<file path="src/rtl/riscv_ctrl_pkg.sv">
// Shared encodings for the multicycle RV32I control unit: opcodes, FSM states
// and the datapath mux select values.
package riscv_ctrl_pkg;

  localparam logic [6:0] OP_LOAD   = 7'b0000011;
  localparam logic [6:0] OP_STORE  = 7'b0100011;
  localparam logic [6:0] OP_R      = 7'b0110011;
  localparam logic [6:0] OP_IMM    = 7'b0010011;
  localparam logic [6:0] OP_BRANCH = 7'b1100011;
  localparam logic [6:0] OP_JAL    = 7'b1101111;
  localparam logic [6:0] OP_JALR   = 7'b1100111;
  localparam logic [6:0] OP_LUI    = 7'b0110111;
  localparam logic [6:0] OP_AUIPC  = 7'b0010111;

  typedef enum logic [3:0] {
    S_FETCH    = 4'd0,
    S_DECODE   = 4'd1,
    S_MEMADR   = 4'd2,
    S_MEMREAD  = 4'd3,
    S_MEMWB    = 4'd4,
    S_MEMWRITE = 4'd5,
    S_EXECR    = 4'd6,
    S_EXECI    = 4'd7,
    S_LUI      = 4'd8,
    S_AUIPC    = 4'd9,
    S_JALRADR  = 4'd10,
    S_JAL      = 4'd11,
    S_ALUWB    = 4'd12,
    S_BRANCH   = 4'd13,
    S_TRAP     = 4'd14
  } state_e;

  localparam logic [2:0] IMM_I = 3'b000;
  localparam logic [2:0] IMM_S = 3'b001;
  localparam logic [2:0] IMM_B = 3'b010;
  localparam logic [2:0] IMM_J = 3'b011;
  localparam logic [2:0] IMM_U = 3'b100;

  localparam logic [1:0] ALU_ADD   = 2'b00;
  localparam logic [1:0] ALU_SUB   = 2'b01;
  localparam logic [1:0] ALU_FUNCT = 2'b10;

  localparam logic [1:0] RES_ALUOUT    = 2'b00;
  localparam logic [1:0] RES_DATA      = 2'b01;
  localparam logic [1:0] RES_ALURESULT = 2'b10;

  localparam logic [1:0] SRCA_PC    = 2'b00;
  localparam logic [1:0] SRCA_OLDPC = 2'b01;
  localparam logic [1:0] SRCA_RS1   = 2'b10;
  localparam logic [1:0] SRCA_ZERO  = 2'b11;

  localparam logic [1:0] SRCB_RS2  = 2'b00;
  localparam logic [1:0] SRCB_IMM  = 2'b01;
  localparam logic [1:0] SRCB_FOUR = 2'b10;

  // Immediate format implied by the opcode; unknown opcodes fall back to I.
  function automatic logic [2:0] imm_src_of(input logic [6:0] op);
    case (op)
      OP_STORE:         return IMM_S;
      OP_BRANCH:        return IMM_B;
      OP_JAL:           return IMM_J;
      OP_LUI, OP_AUIPC: return IMM_U;
      default:          return IMM_I;
    endcase
  endfunction

endpackage

</file>
<file path="src/rtl/branch_cond.sv">
// Resolves the six RV32I branch conditions from the ALU compare flags.
module branch_cond
  import riscv_ctrl_pkg::*;
(
  input  logic [2:0] funct3,
  input  logic       zero,
  input  logic       lt,
  input  logic       ltu,
  output logic       taken,
  output logic       valid_funct3
);

  always_comb begin
    taken        = 1'b0;
    valid_funct3 = 1'b1;
    case (funct3)
      3'b000:  taken = zero;
      3'b001:  taken = !zero;
      3'b100:  taken = lt;
      3'b101:  taken = !lt;
      3'b110:  taken = ltu;
      3'b111:  taken = !ltu;
      default: valid_funct3 = 1'b0;
    endcase
  end

endmodule

</file>
<file path="src/rtl/multicycle_control_fsm.sv">
// Multicycle RV32I control unit: sequences fetch/decode/execute/memory/writeback
// and drives the datapath mux selects and write enables.
module multicycle_control_fsm
  import riscv_ctrl_pkg::*;
#(
  parameter bit          MEM_WAIT        = 1'b1,
  parameter bit          HALT_ON_ILLEGAL = 1'b1,
  parameter int unsigned IMM_W           = 3
) (
  input  logic             clk,
  input  logic             reset,
  input  logic [6:0]       op,
  input  logic [2:0]       funct3,
  input  logic             zero,
  input  logic             lt,
  input  logic             ltu,
  input  logic             mem_ready,
  output logic             pc_write,
  output logic             adr_src,
  output logic             ir_write,
  output logic             mem_write,
  output logic             reg_write,
  output logic [1:0]       result_src,
  output logic [1:0]       alu_src_a,
  output logic [1:0]       alu_src_b,
  output logic [1:0]       alu_op,
  output logic [IMM_W-1:0] imm_src,
  output logic             instr_done,
  output logic             illegal
);

  state_e state_q, state_d;
  logic   rdy;
  logic   br_taken;
  logic   br_valid;

  assign rdy = MEM_WAIT ? mem_ready : 1'b1;

  branch_cond u_branch_cond (
    .funct3       (funct3),
    .zero         (zero),
    .lt           (lt),
    .ltu          (ltu),
    .taken        (br_taken),
    .valid_funct3 (br_valid)
  );

  always_ff @(posedge clk) begin
    if (reset) state_q <= S_FETCH;
    else       state_q <= state_d;
  end

  always_comb begin
    state_d = S_FETCH;
    case (state_q)
      S_FETCH: state_d = rdy ? S_DECODE : S_FETCH;
      S_DECODE: begin
        case (op)
          OP_LOAD, OP_STORE: state_d = S_MEMADR;
          OP_R:              state_d = S_EXECR;
          OP_IMM:            state_d = S_EXECI;
          OP_BRANCH:         state_d = br_valid ? S_BRANCH : S_TRAP;
          OP_JAL:            state_d = S_JAL;
          OP_JALR:           state_d = S_JALRADR;
          OP_LUI:            state_d = S_LUI;
          OP_AUIPC:          state_d = S_AUIPC;
          default:           state_d = S_TRAP;
        endcase
      end
      S_MEMADR:   state_d = (op == OP_LOAD) ? S_MEMREAD : S_MEMWRITE;
      S_MEMREAD:  state_d = rdy ? S_MEMWB : S_MEMREAD;
      S_MEMWB:    state_d = S_FETCH;
      S_MEMWRITE: state_d = rdy ? S_FETCH : S_MEMWRITE;
      S_EXECR, S_EXECI, S_LUI, S_AUIPC: state_d = S_ALUWB;
      S_JALRADR:  state_d = S_JAL;
      S_JAL:      state_d = S_ALUWB;
      S_ALUWB:    state_d = S_FETCH;
      S_BRANCH:   state_d = S_FETCH;
      S_TRAP:     state_d = HALT_ON_ILLEGAL ? S_TRAP : S_FETCH;
      default:    state_d = S_FETCH;
    endcase
  end

  // While reset is high the outputs look like FETCH with every strobe held off.
  always_comb begin
    state_e cur;
    cur        = reset ? S_FETCH : state_q;
    pc_write   = 1'b0;
    adr_src    = 1'b0;
    ir_write   = 1'b0;
    mem_write  = 1'b0;
    reg_write  = 1'b0;
    result_src = RES_ALUOUT;
    alu_src_a  = SRCA_PC;
    alu_src_b  = SRCB_RS2;
    alu_op     = ALU_ADD;
    imm_src    = IMM_W'(imm_src_of(op));
    instr_done = 1'b0;
    illegal    = 1'b0;
    case (cur)
      S_FETCH: begin
        alu_src_b  = SRCB_FOUR;
        result_src = RES_ALURESULT;
        ir_write   = rdy;
        pc_write   = rdy;
      end
      S_DECODE: begin
        alu_src_a = SRCA_OLDPC;
        alu_src_b = SRCB_IMM;
      end
      S_MEMADR, S_JALRADR: begin
        alu_src_a = SRCA_RS1;
        alu_src_b = SRCB_IMM;
      end
      S_MEMREAD: adr_src = 1'b1;
      S_MEMWB: begin
        result_src = RES_DATA;
        reg_write  = 1'b1;
        instr_done = 1'b1;
      end
      S_MEMWRITE: begin
        adr_src    = 1'b1;
        mem_write  = 1'b1;
        instr_done = rdy;
      end
      S_EXECR: begin
        alu_src_a = SRCA_RS1;
        alu_op    = ALU_FUNCT;
      end
      S_EXECI: begin
        alu_src_a = SRCA_RS1;
        alu_src_b = SRCB_IMM;
        alu_op    = ALU_FUNCT;
      end
      S_LUI: begin
        alu_src_a = SRCA_ZERO;
        alu_src_b = SRCB_IMM;
      end
      S_AUIPC: begin
        alu_src_a = SRCA_OLDPC;
        alu_src_b = SRCB_IMM;
      end
      S_JAL: begin
        alu_src_a = SRCA_OLDPC;
        alu_src_b = SRCB_FOUR;
        pc_write  = 1'b1;
      end
      S_ALUWB: begin
        reg_write  = 1'b1;
        instr_done = 1'b1;
      end
      S_BRANCH: begin
        alu_src_a  = SRCA_RS1;
        alu_op     = ALU_SUB;
        instr_done = 1'b1;
        pc_write   = br_taken;
      end
      S_TRAP:  illegal = 1'b1;
      default: ;
    endcase
    if (reset) begin
      pc_write   = 1'b0;
      ir_write   = 1'b0;
      mem_write  = 1'b0;
      reg_write  = 1'b0;
      instr_done = 1'b0;
    end
  end

endmodule
</file>
<file path="config.mk">
export PLATFORM = sky130hd
export DESIGN_NAME = multicycle_control_fsm
export DESIGN_NICKNAME = d
export VERILOG_FILES = /design/src/rtl/riscv_ctrl_pkg.sv /design/src/rtl/branch_cond.sv /design/src/rtl/multicycle_control_fsm.sv
export SDC_FILE = /design/constraint.sdc
export NUM_CORES = 1
export LEC_CHECK = 0
export BUFFER_PORTS_ARGS = -buffer_cell sky130_fd_sc_hd__buf_4
export CAP_MARGIN = 30
export CORE_MARGIN = 2
export CORE_UTILIZATION = 49
export CTS_CLUSTER_DIAMETER = 50
export DETAILED_ROUTE_END_ITERATION = 16
export PLACE_DENSITY = 0.83
export SYNTH_ARGS = -nofsm -noshare
export SYNTH_HDL_FRONTEND = slang
export SYNTH_SLANG_ARGS = --single-unit
export TNS_END_PERCENT = 5
</file>
<file path="constraint.sdc">
create_clock -name clk -period 6.29 [get_ports clk]
set_clock_uncertainty 0.05 [all_clocks]
set_input_delay 1.887 -clock clk [delete_from_list [all_inputs] [get_ports clk]]
set_output_delay 1.887 -clock clk [all_outputs]
set_load 0.01 [all_outputs]
</file>
Word-level counts from Yosys, hierarchy flattened:

Index checks and enable logic that the tools add are counted.

* eq/ne operators: 39
* mux-type cells: 27
* reductions and logical operators: 18

Operators with widths (count)
* 4-bit case mux with 8 select lines: 2
* 4-bit equality test (second input constant): 12
* 4-bit by 3-bit equality test with 1-bit output (second input constant): 7
* 7-bit by 6-bit equality test with 1-bit output (second input constant): 3
* 7-bit equality test (second input constant): 3
* 4-bit by 2-bit equality test with 1-bit output (second input constant): 4
* 7-bit by 5-bit equality test with 1-bit output (second input constant): 2
* 3-bit equality test (second input constant): 4
* 1-bit two-way mux: 12
* 2-bit case mux with 2 select lines: 3
* 3-bit case mux with 4 select lines: 1
* 2-bit OR reduction: 6
* 6-bit OR reduction: 2
* 5-bit OR reduction: 2
* 3-bit two-way mux: 3
* 4-bit by 1-bit equality test with 1-bit output (second input constant): 2
* 4-bit logical NOT: 2
* 7-bit by 2-bit equality test with 1-bit output (second input constant): 1
* 1-bit case mux with 6 select lines: 1
* 2-bit case mux with 3 select lines: 1
* 3-bit OR reduction: 2
* 4-bit two-way mux: 1
* 3-bit by 1-bit equality test with 1-bit output (second input constant): 1
* 1-bit logical NOT: 3
* other kinds (4): 4

* flip-flop bits (word level): 4
* bits of input ports: 16
* output and inout port bits: 18

Depth between registers and ports, before layout:

Gate-level depths: netlist of the first run.

* depth after elaboration: 6
* gate-level depth with buffers: 6
* gate-level depth less buffers: 4

Modules after synthesis:

From an unflattened synthesis of the first run, not the netlist that was laid out.

* cells, all modules: 120
* area, all modules: 784.5 um^2

By module, submodules not included
* multicycle_control_fsm: instances 1, cells each 113, area an instance 732.0 um^2
* branch_cond: instances 1, cells each 7, area an instance 52.6 um^2

Least setup slack after synthesis of the first run:

No wires, ideal clock.

* kind: in2out
* from: input op[3]
* to: output imm_src[0]
* data arrival time: 2.830 ns
* required time: 4.353 ns
* path slack: 1.523 ns
* cell stages on the path: 3
* path through: buf_6 -> or3_4 -> a2111oi_2

* cells in the longest elaborated chain, start to end: 3
* elaborated cells on any way between the ends: 7
* those cells by class: 5 x eq/ne; 1 x mux; 1 x reduce/logical

Ends and longest elaborated chain
* start: declaration: line multicycle_control_fsm.sv:12 `input logic [6:0] op,`
* 7-bit by 6-bit equality test with 1-bit output or 7-bit by 5-bit equality test with 1-bit output (tied branches): line riscv_ctrl_pkg.sv:58 `case (op)`
* 2-bit OR reduction: line riscv_ctrl_pkg.sv:58
* 3-bit case mux with 4 select lines *: line riscv_ctrl_pkg.sv:58
* end: declaration: line multicycle_control_fsm.sv:27 `output logic [IMM_W-1:0] imm_src,`

Mark *: on every way between the ends. The rest lies on a longest branch, timed or not.

Final worst setup path of the first run:

* from: input op[6]
* to: output imm_src[0]

Same word-level chain as after synthesis.

==> results of run 1 <==
==> layout by cell type, fill, tap and decap left out, drive strengths merged, types with 4 or more instances in the layout <==
cell / count
buf: 33
nor3: 12
nor2: 10
o21ai: 6
a21oi: 6
nand3b: 5
nand2: 4
nand3: 4
nand2b: 4
dfxtp: 4
==> synth_stat cells, drive strengths merged <==
master | n | area, um^2
or4 | 1 | 7.51
o21bai | 1 | 7.51
a2111oi | 1 | 15.0
a32o | 1 | 10.0
nor2 | 10 | 37.5
o32ai | 1 | 8.76
a221oi | 1 | 8.76
xor2 | 3 | 26.3
a211oi | 1 | 7.51
mux2i | 1 | 10.0
o31a | 1 | 8.76
nor3b | 2 | 15.0
and3b | 1 | 8.76
o41ai | 1 | 8.76
or3 | 1 | 11.3
o211a | 2 | 20.0
o31ai | 3 | 22.5
nand4bb | 1 | 11.3
nor3 | 12 | 60.1
nand3b | 5 | 37.5
dfxtp | 4 | 80.1
nand2 | 4 | 15.0
nand2b | 4 | 25.0
a21oi | 6 | 30.0
maj3 | 1 | 10.0
and2 | 2 | 12.5
nor4 | 2 | 12.5
and3 | 2 | 12.5
inv | 3 | 11.3
o21ai | 6 | 30.0
a31oi | 2 | 12.5
o311ai | 1 | 8.76
nand3 | 4 | 20.0
nor2b | 2 | 12.5
buf | 8 | 51.3
o211ai | 1 | 7.51
clkbuf | 2 | 7.51
o22ai | 1 | 6.26
xnor2 | 1 | 8.76
nor4b | 1 | 8.76
a22o | 1 | 8.76
==> per-layer routing <==
metal  vias up  global-route usage (%)  part of all wire [%]
li1        463                       -                     -
met1       395                    26.2                    45
met2        22                    36.7                    51
met3         0                    2.55                   3.8
met4         0                    7.50                     0
met5         -                       0                     0
==> area by class of cell <==
cell class | count | area (um^2) | area share [%]
Multi-Input combinational cell | 91 | 584 | 60.6
Timing Repair Buffer | 33 | 248 | 25.7
Sequential cell | 4 | 80.1 | 8.30
Clock buffer | 3 | 22.5 | 2.33
Tap cell | 15 | 18.8 | 1.95
Inverter | 3 | 11.3 | 1.17
==> worst reg2reg max path: cells and delay by family, from the launching register on <==
kind	cells	cell delay, ns
flops	1	0.74
compound gates	3	0.41
simple gates	1	0.29
==> final timing paths <==
path,cells after the start,from,slack (ns),end
setup / recovery,4,op[6],1.41,imm_src[0]
hold / removal,2,state_q[1]$_SDFF_PP0_,0.73,state_q[3]$_SDFF_PP0_
setup reg to reg,4,state_q[0]$_SDFF_PP0_,4.67,state_q[2]$_SDFF_PP0_
hold reg to reg,2,state_q[1]$_SDFF_PP0_,0.73,state_q[3]$_SDFF_PP0_
==> power groups by stage <==
stage                     Combinational (mW)  Sequential (mW)  Clock, mW
after floorplan                        0.174           0.0430          0
after global placement                 0.184           0.0889          0
after detailed placement               0.188           0.0886          0
after CTS                              0.188           0.0886     0.0321
after global routing                   0.209           0.0970     0.0331
final                                  0.187           0.0900     0.0317
==> cells by family after synthesis <==
logic type	synth area share, %
buffers and inverters	9.54
and+or+nand+nor	41.9
DFF	10.9
muxes	1.36
adders and majority gates	1.36
AOI/OAI and AO/OA	30.2
xor gates and xnor gates	4.77
==> results.json, run 1 <==
{
  "outcome": "complete, no violations",
  "core_um2": 1350,
  "root_buffer": "clkbuf_4",
  "remaining_drc_errors": 0,
  "crit_type": "in -> out",
  "vias": 880,
  "design.die.area_um2": 1820,
  "p_leak_nw": 0.412,
  "whs_ns": 0.726,
  "rsz0062_at_grt": "no",
  "yosysWarnings": 0,
  "utilization_pct": 71.5,
  "critPathMaxStageDelay_ns": 0.39,
  "ys_seq_area_share_pct": 10.9,
  "cp.required_ns": 4.35,
  "place.gp.congestion": 0.816,
  "clock.fmax_mhz": 205,
  "setup_viol": 0,
  "p_sw_share_pct": 48.5,
  "tns_ns": 0,
  "die_y_um": 42.7,
  "crit_family": "simple AND/OR/NAND/NOR gates",
  "dp_worst_setup_slack_ns": 1.41,
  "ys_types": 44,
  "synth-seq-cells": 4,
  "synth_area_um2": 734,
  "maxCapViolations": 0,
  "ctsHtreeMaxLevel": 1,
  "start_kind": "primary input",
  "routed_wl_mm": 1.88,
  "grt_max_degree": 25,
  "comb_power_share_pct": 60.6,
  "crit_chain": "buf_4, or3_4, a2111oi_2, buf_4",
  "slew_violations": 0,
  "clock_latency_ns": 0.24,
  "cts.sinks": 4,
  "period_minus_slack_ns": 4.88,
  "cp-end-kind": "output pin",
  "area_growth_pct": 31.3,
  "ios": 34,
  "antenna_found_initial": 0,
  "crit_top_cell": "buf_4",
  "clk_pin_slew_worst_paths_ns": 0.04,
  "clock_path_buffers": 2,
  "p_per_area_nw_per_um2": 320,
  "worst_pin_slew_ns": 0.677,
  "fin_cells": 149,
  "cp_num_buf_inv": 2,
  "antenna_left": 0,
  "postSynthAreaPerCell_um2": 6.80,
  "final-hold-violation-count": 0,
  "max-slew-margin-rel_pct": 54.8,
  "crit_slowest_cell": "or3_4",
  "first_iter_violations": 18,
  "track_usage_pct": 21.0,
  "wl_per_cell_um": 12.6,
  "syn-num-nets": 124,
  "post_cts_buffers": 0,
  "critPathMaxFanout": 9,
  "cp.arrival_ns": 2.94,
  "grt_overflow": 0,
  "first_pass_iters": 4,
  "fin_area_um2": 965,
  "port_buffers": 33,
  "p_clk_share_pct": 10.3,
  "placed_area_um2": 942,
  "nFillCells": 117,
  "p_int_mw": 0.159,
  "sequentialPowerShare_pct": 29.1,
  "regMostFlops": "state_q",
  "netlist_instances": 108,
  "dp_hpwl_mm": 1.44,
  "power.switching_mw": 0.150,
  "drive_gt1_share_pct": 29.1,
  "grt_pass1_wl_mm": 3.06,
  "reg_top3": "state_q x4",
  "antenna_cells": 0,
  "setup_slack_ns": 1.41,
  "power.total_mw": 0.309,
  "ctsHoldBuffers": 0,
  "place_inst": 146,
  "rows": 13,
  "irDropWorstVdd_mv": 0.153,
  "cts_tree": "done",
  "start_util_pct": 54.4,
  "finalCritPeriodShare_pct": 77.6,
  "nets": 152,
  "cts_buffers": 3,
  "grt_pass1_vias": 740,
  "min_path_type": "reg -> reg",
  "die_w_um": 42.7,
  "vias_per_cell": 5.91,
  "cts_resized": 0,
  "largest_reg_flops": 4
}
Power figures use the tool's default switching activity.
==> inputs of run 2 (changes only) <==
CORE_UTILIZATION = 46   (was 49)
PLACE_DENSITY = 0.79   (was 0.83)
clock period = 5 ns   (was 6.29 ns; I/O delays follow)
==> run 2 against run 1 <==
Against the previous run:
- final cell count increased by 0.67%
- non-clock buffer count unchanged
- power increased by 27%
- wire length increased by 7.1%
- sequential power increased by 29%
- via count increased by 1.5%
- die area increased by 5.9%
- hold slack got worse by 0.038 ns
==> results.json, run 2 (same netlist as run 1, synthesis figures left out) <==
{
  "outcome": "complete, no violations",
  "dp_hpwl_mm": 1.49,
  "reg_top3": "state_q x4",
  "irDropWorstVdd_mv": 0.384,
  "power.total_mw": 0.394,
  "antenna_cells": 0,
  "p_per_area_nw_per_um2": 408,
  "track_usage_pct": 21.7,
  "cp.required_ns": 3.45,
  "start_kind": "primary input",
  "clock.fmax_mhz": 244,
  "grt_overflow": 0,
  "remaining_drc_errors": 0,
  "grt_pass1_wl_mm": 3.32,
  "final_cell_mix": "buf_4, nor3_1, nor2_1",
  "crit_type": "in -> out",
  "final-hold-violation-count": 0,
  "cts_buffers": 3,
  "ctsHtreeMaxLevel": 1,
  "cp.arrival_ns": 2.55,
  "cp-end-kind": "output pin",
  "antenna_left": 0,
  "start_util_pct": 48.8,
  "wl_per_cell_um": 13.4,
  "core_um2": 1510,
  "crit_slowest_cell": "or3_4",
  "die_w_um": 44.0,
  "routed_wl_mm": 2.01,
  "grt_use_met2_pct": 38.2,
  "use_met1_pct": 27.8,
  "min_path_cells": 2,
  "grt_max_degree": 25,
  "seq_area_um2": 80.1,
  "regMostFlops": "state_q",
  "antenna_found_initial": 0,
  "largest_reg_flops": 4,
  "maxCapViolations": 0,
  "period_minus_slack_ns": 4.10,
  "power.switching_mw": 0.193,
  "design.die.area_um2": 1930,
  "place.gp.congestion": 0.774,
  "port_buffers": 33,
  "crit_chain": "buf_4, or3_4, a2111oi_2, buf_4",
  "rows": 14,
  "tns_ns": 0,
  "vias_per_cell": 5.95,
  "comb_power_share_pct": 60.7,
  "fin_cells": 150,
  "reg2regPathDepth": 4,
  "post_cts_buffers": 0,
  "p_int_mw": 0.200,
  "critPathMaxFanout": 9,
  "clk_pin_slew_worst_paths_ns": 0.04,
  "nFillCells": 153,
  "sequentialPowerShare_pct": 29.4,
  "place_inst": 147,
  "max-slew-margin-rel_pct": 49.9,
  "p_leak_nw": 0.412,
  "first_pass_iters": 4,
  "multiInputGateArea_um2": 584,
  "p_clk_share_pct": 9.9,
  "drive_gt1_share_pct": 29.1,
  "die_y_um": 44.0,
  "worst_pin_slew_ns": 0.751,
  "gr-usage-met3_pct": 4.17,
  "cts_resized": 0,
  "first_iter_violations": 9,
  "min_path_type": "reg -> reg",
  "ios": 34,
  "cts.sinks": 4,
  "whs_ns": 0.688,
  "ctsHoldBuffers": 0,
  "area_growth_pct": 31.5,
  "clock_path_buffers": 2,
  "critPathMaxStageDelay_ns": 0.39,
  "grt_pass1_vias": 764,
  "reg2reg_slack_ns": 3.32,
  "rsz0062_at_grt": "no",
  "nets": 152,
  "finalCritPeriodShare_pct": 82.0,
  "crit_top_cell": "buf_4",
  "slew_violations": 0,
  "setup_viol": 0,
  "root_buffer": "clkbuf_4",
  "clock_latency_ns": 0.23,
  "layout_commonest_cell": "buf_4",
  "p_sw_share_pct": 49.1,
  "vias": 893,
  "cts_tree": "done",
  "busiest_layer": "met2"
}
[run 2: cell counts in the layout (fill, tap and decap cells not counted)]
No cell type changed its count.
[run 2: stage by stage]
stage	utilization [%]	instance area [um^2]	worst slack, ns
2_1_floorplan	-	734	1.01
3_3_place_gp	62.6	943	0.903
3_5_place_dp	62.6	943	0.894
4_1_cts	64.1	966	0.885
5_1_grt	64.1	966	0.858
6_report	64.1	966	0.898
[run 2: worst paths after layout]
kind,startpoint,end
hold reg to reg,state_q[1]$_SDFF_PP0_,state_q[3]$_SDFF_PP0_
setup reg to reg,state_q[0]$_SDFF_PP0_,state_q[2]$_SDFF_PP0_
setup / recovery,op[6],imm_src[0]
hold / removal,state_q[1]$_SDFF_PP0_,state_q[3]$_SDFF_PP0_
[run 2: power groups by stage]
stage / sequential (mW) / clock [mW] / combinational (mW)
after floorplan: 0.0541 / 0 / 0.220
after global placement: 0.113 / 0 / 0.234
after detailed placement: 0.113 / 0 / 0.238
after CTS: 0.113 / 0.0401 / 0.240
after global routing: 0.123 / 0.0441 / 0.267
final: 0.116 / 0.0390 / 0.239
[run 2: routing by layer]
| metal | share of wire, % | vias up | routed length, um |
|---|---|---|---|
| met5 | 0 | - | 0 |
| met4 | 0 | 0 | 0 |
| met3 | 4.8 | 0 | 96 |
| met2 | 51 | 24 | 1030 |
| met1 | 44 | 402 | 883 |
| li1 | - | 467 | - |
[run 2: cell type report]
cell class                      count  area share (%)
Multi-Input combinational cell     91            60.5
Timing Repair Buffer               33            25.6
Sequential cell                     4            8.29
Clock buffer                        3            2.33
Inverter                            3            1.17
Tap cell                           16            2.07
[run 2: worst max-delay path, delay by kind of cell]
family                 cells  cell delay [ns]
AO/OA/AOI/OAI              1             0.35
AND/OR/NAND/NOR            1             0.39
buffers and inverters      2             0.31
